$ cat src/rtl/pipelined_csel_adder.sv
// Pipelined carry-select add/sub: STAGES register stages, each resolving NSEG/STAGES segments; result after STAGES edges.
// Back-pressure: all stages advance together when the output is empty or taken (o_ready_1 = !o_valid_1 || i_ready_1).
module pipelined_csel_adder #(
    parameter int WIDTH  = 64,
    parameter int SEG    = 8,
    parameter int STAGES = 2
) (
    input  logic             i_clk_1,
    input  logic             i_rstN_1,
    input  logic             i_valid_1,
    output logic             o_ready_1,
    input  logic             i_sub_1,
    input  logic             i_cIn_1,
    input  logic [WIDTH-1:0] i_adderOperand1,
    input  logic [WIDTH-1:0] i_adderOperand2,
    output logic             o_valid_1,
    input  logic             i_ready_1,
    output logic [WIDTH-1:0] o_adderSum,
    output logic             o_cOut_1,
    output logic             o_ovf_1,
    output logic             o_zero_1
);
    localparam int NSEG = WIDTH / SEG;
    localparam int G    = NSEG / STAGES;
    localparam int GW   = G * SEG;

    logic en;

    assign en        = !g_stage[STAGES-1].vld_q || i_ready_1;
    assign o_ready_1 = en;

    for (genvar s = 0; s < STAGES; s++) begin : g_stage
        localparam int LO = s * GW;
        localparam int HI = LO + GW;

        logic              vld_in;
        logic              cry_in;
        logic [WIDTH-1:LO] a_in;
        logic [WIDTH-1:LO] b_in;
        logic [GW-1:0]     seg_sum;
        logic              cry_out;
        logic [HI-1:0]     sum_d;
        logic [SEG:0]      sum0;
        logic [SEG:0]      sum1;

        logic              vld_q;
        logic              cry_q;
        logic [HI-1:0]     sum_q;

        if (s == 0) begin : g_first
            assign vld_in = i_valid_1;
            assign cry_in = i_sub_1 | i_cIn_1;
            assign a_in   = i_adderOperand1;
            assign b_in   = i_sub_1 ? ~i_adderOperand2 : i_adderOperand2;
            assign sum_d  = seg_sum;
        end else begin : g_chain
            assign vld_in = g_stage[s-1].vld_q;
            assign cry_in = g_stage[s-1].cry_q;
            assign a_in   = g_stage[s-1].g_mid.a_q;
            assign b_in   = g_stage[s-1].g_mid.b_q;
            assign sum_d  = {seg_sum, g_stage[s-1].sum_q};
        end

        // Both candidate sums are formed per segment; the rippling carry only drives the muxes.
        always_comb begin
            seg_sum = '0;
            cry_out = cry_in;
            sum0    = '0;
            sum1    = '0;
            for (int g = 0; g < G; g++) begin
                sum0 = {1'b0, a_in[LO+g*SEG +: SEG]} + {1'b0, b_in[LO+g*SEG +: SEG]};
                sum1 = {1'b0, a_in[LO+g*SEG +: SEG]} + {1'b0, b_in[LO+g*SEG +: SEG]}
                       + (SEG+1)'(1);
                seg_sum[g*SEG +: SEG] = cry_out ? sum1[SEG-1:0] : sum0[SEG-1:0];
                cry_out               = cry_out ? sum1[SEG]     : sum0[SEG];
            end
        end

        always_ff @(posedge i_clk_1 or negedge i_rstN_1) begin
            if (!i_rstN_1) begin
                vld_q <= 1'b0;
                cry_q <= 1'b0;
                sum_q <= '0;
            end else if (en) begin
                vld_q <= vld_in;
                cry_q <= cry_out;
                sum_q <= sum_d;
            end
        end

        if (s < STAGES-1) begin : g_mid
            // Only the still-unresolved upper operand bits travel on; their MSBs feed the overflow flag.
            logic [WIDTH-1:HI] a_q;
            logic [WIDTH-1:HI] b_q;

            always_ff @(posedge i_clk_1 or negedge i_rstN_1) begin
                if (!i_rstN_1) begin
                    a_q <= '0;
                    b_q <= '0;
                end else if (en) begin
                    a_q <= a_in[WIDTH-1:HI];
                    b_q <= b_in[WIDTH-1:HI];
                end
            end
        end else begin : g_last
            logic ovf_q;
            logic zero_q;

            always_ff @(posedge i_clk_1 or negedge i_rstN_1) begin
                if (!i_rstN_1) begin
                    ovf_q  <= 1'b0;
                    zero_q <= 1'b0;
                end else if (en) begin
                    ovf_q  <= (a_in[WIDTH-1] == b_in[WIDTH-1]) && (sum_d[WIDTH-1] != a_in[WIDTH-1]);
                    zero_q <= (sum_d == '0);
                end
            end
        end
    end

    assign o_valid_1  = g_stage[STAGES-1].vld_q;
    assign o_adderSum = g_stage[STAGES-1].sum_q;
    assign o_cOut_1   = g_stage[STAGES-1].cry_q;
    assign o_ovf_1    = g_stage[STAGES-1].g_last.ovf_q;
    assign o_zero_1   = g_stage[STAGES-1].g_last.zero_q;

endmodule
$ cat config.mk
export PLATFORM = sky130hd
export DESIGN_NAME = pipelined_csel_adder
export DESIGN_NICKNAME = d
export VERILOG_FILES = /design/src/rtl/pipelined_csel_adder.sv
export SDC_FILE = /design/constraint.sdc
export NUM_CORES = 1
export LEC_CHECK = 0
export BUFFER_PORTS_ARGS = -buffer_cell sky130_fd_sc_hd__buf_4
export CAP_MARGIN = 10
export CORE_UTILIZATION = 59
export CTS_BUF_LIST = sky130_fd_sc_hd__clkbuf_8
export DETAILED_ROUTE_END_ITERATION = 10
export MAX_ROUTING_LAYER = met4
export PLACE_DENSITY = 0.84
export SKIP_CTS_REPAIR_TIMING = 1
export SLEW_MARGIN = 20
export SYNTH_ARGS = -nofsm -noshare
export SYNTH_HDL_FRONTEND = slang
export SYNTH_SLANG_ARGS = --single-unit
$ cat constraint.sdc
create_clock -name i_clk_1 -period 4.15 [get_ports i_clk_1]
set_clock_uncertainty 0.05 [all_clocks]
set_input_delay 0.415 -clock i_clk_1 [delete_from_list [all_inputs] [get_ports i_clk_1]]
set_output_delay 0.415 -clock i_clk_1 [all_outputs]
set_load 0.05 [all_outputs]
Word level (Yosys, flattened, before mapping):

Cells that the tools add are included.

* register bits after elaboration: 166
* input port bits: 134
* output and inout bits: 69
* logic and storage cells: 51

* add/sub/neg operators: 16
* eq/ne operators: 2
* mux-type cells: 17
* bitwise gates (word level): 2
* reductions and logical operators: 4

Operator list (count)
* 8-bit by 8-bit adder with 9-bit output: 8
* 9-bit by 1-bit adder with 9-bit output, second input constant: 8
* 64-bit zero test: 1
* 64-bit 2-to-1 mux: 1
* 8-bit 2-to-1 mux: 8
* 64-bit inverter: 1
* 1-bit 2-to-1 mux: 8
* 1-bit equality test: 1
* 1-bit logical AND: 1
* 1-bit zero test: 1
* 1-bit logical OR: 1
* 1-bit != test: 1
* 1-bit bitwise OR: 1

Logic depth before layout (Yosys ltp):

* depth in word-level cells: 8
* mapped depth: 19

Worst setup path after synthesis:

No wires, ideal clock.

* path kind: input to register
* start point: in i_sub_1
* end point: reg g_stage[0].sum_q[24]
* setup time: 0.087 ns
* data arrival time: 4.727 ns
* required time: 4.013 ns
* slack: -0.714 ns
* stages on the path: 19
* path buffers: 4
* cell sequence: clkbuf_1 -> clkbuf_1 -> buf_1 -> xor2_1 -> ha_1 -> inv_1 -> fa_1 -> nor2b_1 -> o21ai_1 -> a21oi_1 -> o32a_1 -> or3b_1 -> a211o_1 -> and4_4 -> a2111oi_4 -> nor3_1 -> buf_2 -> or4_1 -> o211ai_1

* longest elaborated chain between the ends: 7
* elaborated cells on any way between the ends: 14

RTL lines
* start, declared: RTL line 12 `input logic i_sub_1,`
* 64-bit 2-to-1 mux: RTL line 54 `assign b_in = i_sub_1 ? ~i_adderOperand2 : i_adderOperand2;`
* 8-bit by 8-bit adder with 9-bit output: RTL line 71, 72
* 9-bit by 1-bit adder with 9-bit output: RTL line 73 `+ (SEG+1)'(1);`
* 1-bit 2-to-1 mux (3 in a row): RTL line 75 `cry_out = cry_out ? sum1[SEG] : sum0[SEG];`
* 8-bit 2-to-1 mux *: RTL line 74 `seg_sum[g*SEG +: SEG] = cry_out ? sum1[SEG-1:0] : sum0[SEG-1:0];`
* end signal, assigned: RTL line 87 `sum_q <= sum_d;`
* end, declared: RTL line 48 `logic [HI-1:0] sum_q;`

Every way passes the cells marked *; elsewhere a longest branch is shown, timed or not.
A chain may end at the register's enable or synchronous reset.

Worst setup path after layout:

* start point: reg g_stage[0].g_mid.a_q[32] (netlist name)
* end point: reg g_stage[1].g_last.zero_q, in the netlist o_zero_1

* longest elaborated chain between the ends: 7
* elaborated cells on any way between the ends: 10

RTL lines
* start, declared: RTL line 93 `logic [WIDTH-1:HI] a_q;`
* start signal, assigned: RTL line 101 `a_q <= a_in[WIDTH-1:HI];`
* 8-bit by 8-bit adder with 9-bit output *: RTL line 71, 72
* 9-bit by 1-bit adder with 9-bit output: RTL line 73
* 1-bit 2-to-1 mux (3 in a row): RTL line 75
* 8-bit 2-to-1 mux: RTL line 74
* 64-bit zero test *: RTL line 115 `zero_q <= (sum_d == '0);`
* end signal, assigned: RTL line 115
* end, declared: RTL line 107 `logic zero_q;`

Marks and branches as above.

==> flow_summary.yaml <==
floorplanning:
  die_area_um2: 19700
  ios: 203
  die_w_um: 140
  coreArea_um2: 18800
  dieHeight_um: 140
  start_util_pct: 60.2
  num_rows: 50
routing:
  vias_per_cell: 5.58
  via_count: 9846
  first_pass_iters: 5
  drt-initial-drc-count: 688
  drc: 0
  drtAntennaViolNets: 0
  wl_per_cell_um: 15.3
  routed_wl_um: 27000
clocking:
  cts_buffers: 17
  clockRootBuffer: "clkbuf_8"
  htreeDepth: 4
  cts.path.max_buffers: 2
  clk_pin_slew_ns: 0.10
  clock-sinks: 166
  clk_latency_ns: 0.48
  cts_tree: "built"
sta:
  maxSlewHeadroom_pct: 41.1
  setup_violations: 0
  rsz0062_at_grt: "false"
  hold_viol_final: 0
  tightest_slew_ns: 0.884
  slew_viol_final: 0
  setup-tns-final_ns: 0
  whs_ns: 0.000191
  min_period_over_period_pct: 95.4
  period_needed_ns: 3.96
  max_freq_mhz: 253
placement:
  place_area_um2: 13200
  io_buffers: 202
  hpwl_um: 20200
  gp_congestion: 0.908
synthesis:
  synth-edff-count: 0
  synth_cell_types: 84
  synth.yosys.seq_area_share_pct: 36.8
  synth-seq-cells: 166
  async_reset_ff_share_pct: 100
  synth_ff_type: "dfrtp_1"
  syn_area_um2: 11300
  ys.warnings.count: 0
  syn_avg_cell_area_um2: 8.56
  syn_inst: 1320
  synth_nets: 1534
worst_setup_path:
  worstPathMaxFanout: 4
  critPathRequiredTime_ns: 4.51
  end_kind: "flop"
  start_kind: "flop"
  crit_type: "flop to flop"
  crit_arrival_ns: 4.32
power:
  peakVddDrop_mv: 0.210
  p_leak_nw: 6.43
  powerDensity_nw_per_um2: 580
  p_total_mw: 7.94
global_route:
  antenna_found_initial: 0
  grt_overflow: 0
  grt_max_degree: 225
  grt_usage_pct: 29.0
  first_global_vias: 9585
  grt_pass1_wl_um: 44700
cells_and_area:
  fin_nets: 1733
  syn_to_final_growth_pct: 21.1
  n_antenna_cell: 0
  fin_area_um2: 13700
  utilization_pct: 72.9
  drive_above_1_share_pct: 20.0
outcome:
  status: "finished clean"
run:
  max_cap_violations: 0
hold_path:
  hp-class: "input port to async pin"
cells in the mapped netlist (9+ instances only):
master    count  area share, %
a211oi_1     11           0.73
a21o_1       16            1.1
a21oi_1      46            2.0
a31oi_1      10           0.55
and3_1       13           0.72
clkbuf_1     45            1.5
dfrtp_1     166             37
ha_1         72            8.0
inv_1        50            1.7
nand2_1     304             10
nand3_1      15           0.66
nand4_1      16           0.89
nor2_1       86            2.9
nor2b_1      12           0.66
nor3_1       15           0.66
nor4_1       12           0.66
o211ai_1      9           0.60
o21a_1        9           0.60
o21ai_0      97            4.3
o21bai_1     13           0.86
or4_1         9           0.60
xnor2_1      92            7.1
xor2_1       60            4.7
worst paths after layout:
kind	slack [ns]	cells after the start	startpoint	to
worst max-delay path	0.19	13	g_stage[0].g_mid.a_q[32]	o_zero_1
worst min-delay path	0.0002	1	i_rstN_1	g_stage[0].g_mid.b_q[43]
worst max register to register	0.19	13	g_stage[0].g_mid.a_q[32]	o_zero_1
worst min register to register	0.42	2	g_stage[0].vld_q	g_stage[0].vld_q
max in group asynchronous	3.21	2	i_rstN_1	g_stage[0].g_mid.b_q[55]
min in group i_clk_1	0.08	3	i_adderOperand1[41]	g_stage[0].g_mid.a_q[41]
layout make-up:
| cell class | count | area [um^2] |
|---|---|---|
| Multi-Input combinational cell | 1050 | 6860 |
| Inverter | 51 | 193 |
| Timing Repair Buffer | 233 | 1780 |
| Tap cell | 234 | 293 |
| Clock buffer | 19 | 262 |
| Clock inverter | 13 | 144 |
| Sequential cell | 166 | 4150 |
| Fill cell | 1446 | 5080 |
layout by cell type, fill, tap and decap left out, drive strengths merged, types with 46 or more instances in the layout:
master	count
dfrtp	166
buf	232
xnor2	93
a21oi	46
xor2	61
o21ai	103
nor2	87
inv	56
nand2	304
ha	72
logic make-up after synthesis:
group | count (synthesis) | share of synthesized area (%)
compound gates | 271 | 15.7
xor+xnor | 155 | 12.3
fa+ha+maj | 80 | 9.39
buf+inv | 104 | 3.54
flops | 166 | 36.8
mux | 8 | 0.720
simple gates | 536 | 21.6
worst max-delay path, stage by stage, from the launching register on:
cell and delay, ns:
dfrtp_1 0.40, ha_1 0.24, fa_2 0.39, a211oi_4 0.31, nor3b_2 0.11, nor4_4 0.27, and4b_1 0.30, a21oi_1 0.12
or2_4 0.31, or3_1 0.40, a2111oi_4 0.31, nand4_1 0.17, a2111oi_2 0.36, a31o_1 0.19
power by group:
part	leakage, nW	switching [mW]	internal (mW)
clock	0.207	0.636	0.575
combinational	4.25	2.71	1.54
sequential	1.98	0.376	2.10
total	6.43	3.72	4.21
sequential cells by signal, summed over array words and instances (netlist names):
register,flops
g_stage.cry_q,1
g_stage.g_mid.a_q,32
g_stage.g_mid.b_q,32
g_stage.sum_q,32
g_stage.vld_q,1
o_adderSum,64
o_cOut_1,1
o_ovf_1,1
o_valid_1,1
o_zero_1,1
per-stage QoR:
stage,setup WS (ns),cells
final,0.192,1766
after global routing,0.00208,1766
after CTS,0.00875,1763
after detailed placement,-0.0861,1731
after global placement,0.0550,1731
after floorplan,0.0159,1320
metal layers:
metal  vias up  wire (um)  GRT usage [%]
met5         -          0              -
met4         0        785           10.8
met3        56       1320           4.72
met2       297      13300           48.4
met1      4569      11700           35.5
li1       4924          -              -
No activity file was read; power rests on OpenSTA's default activity.
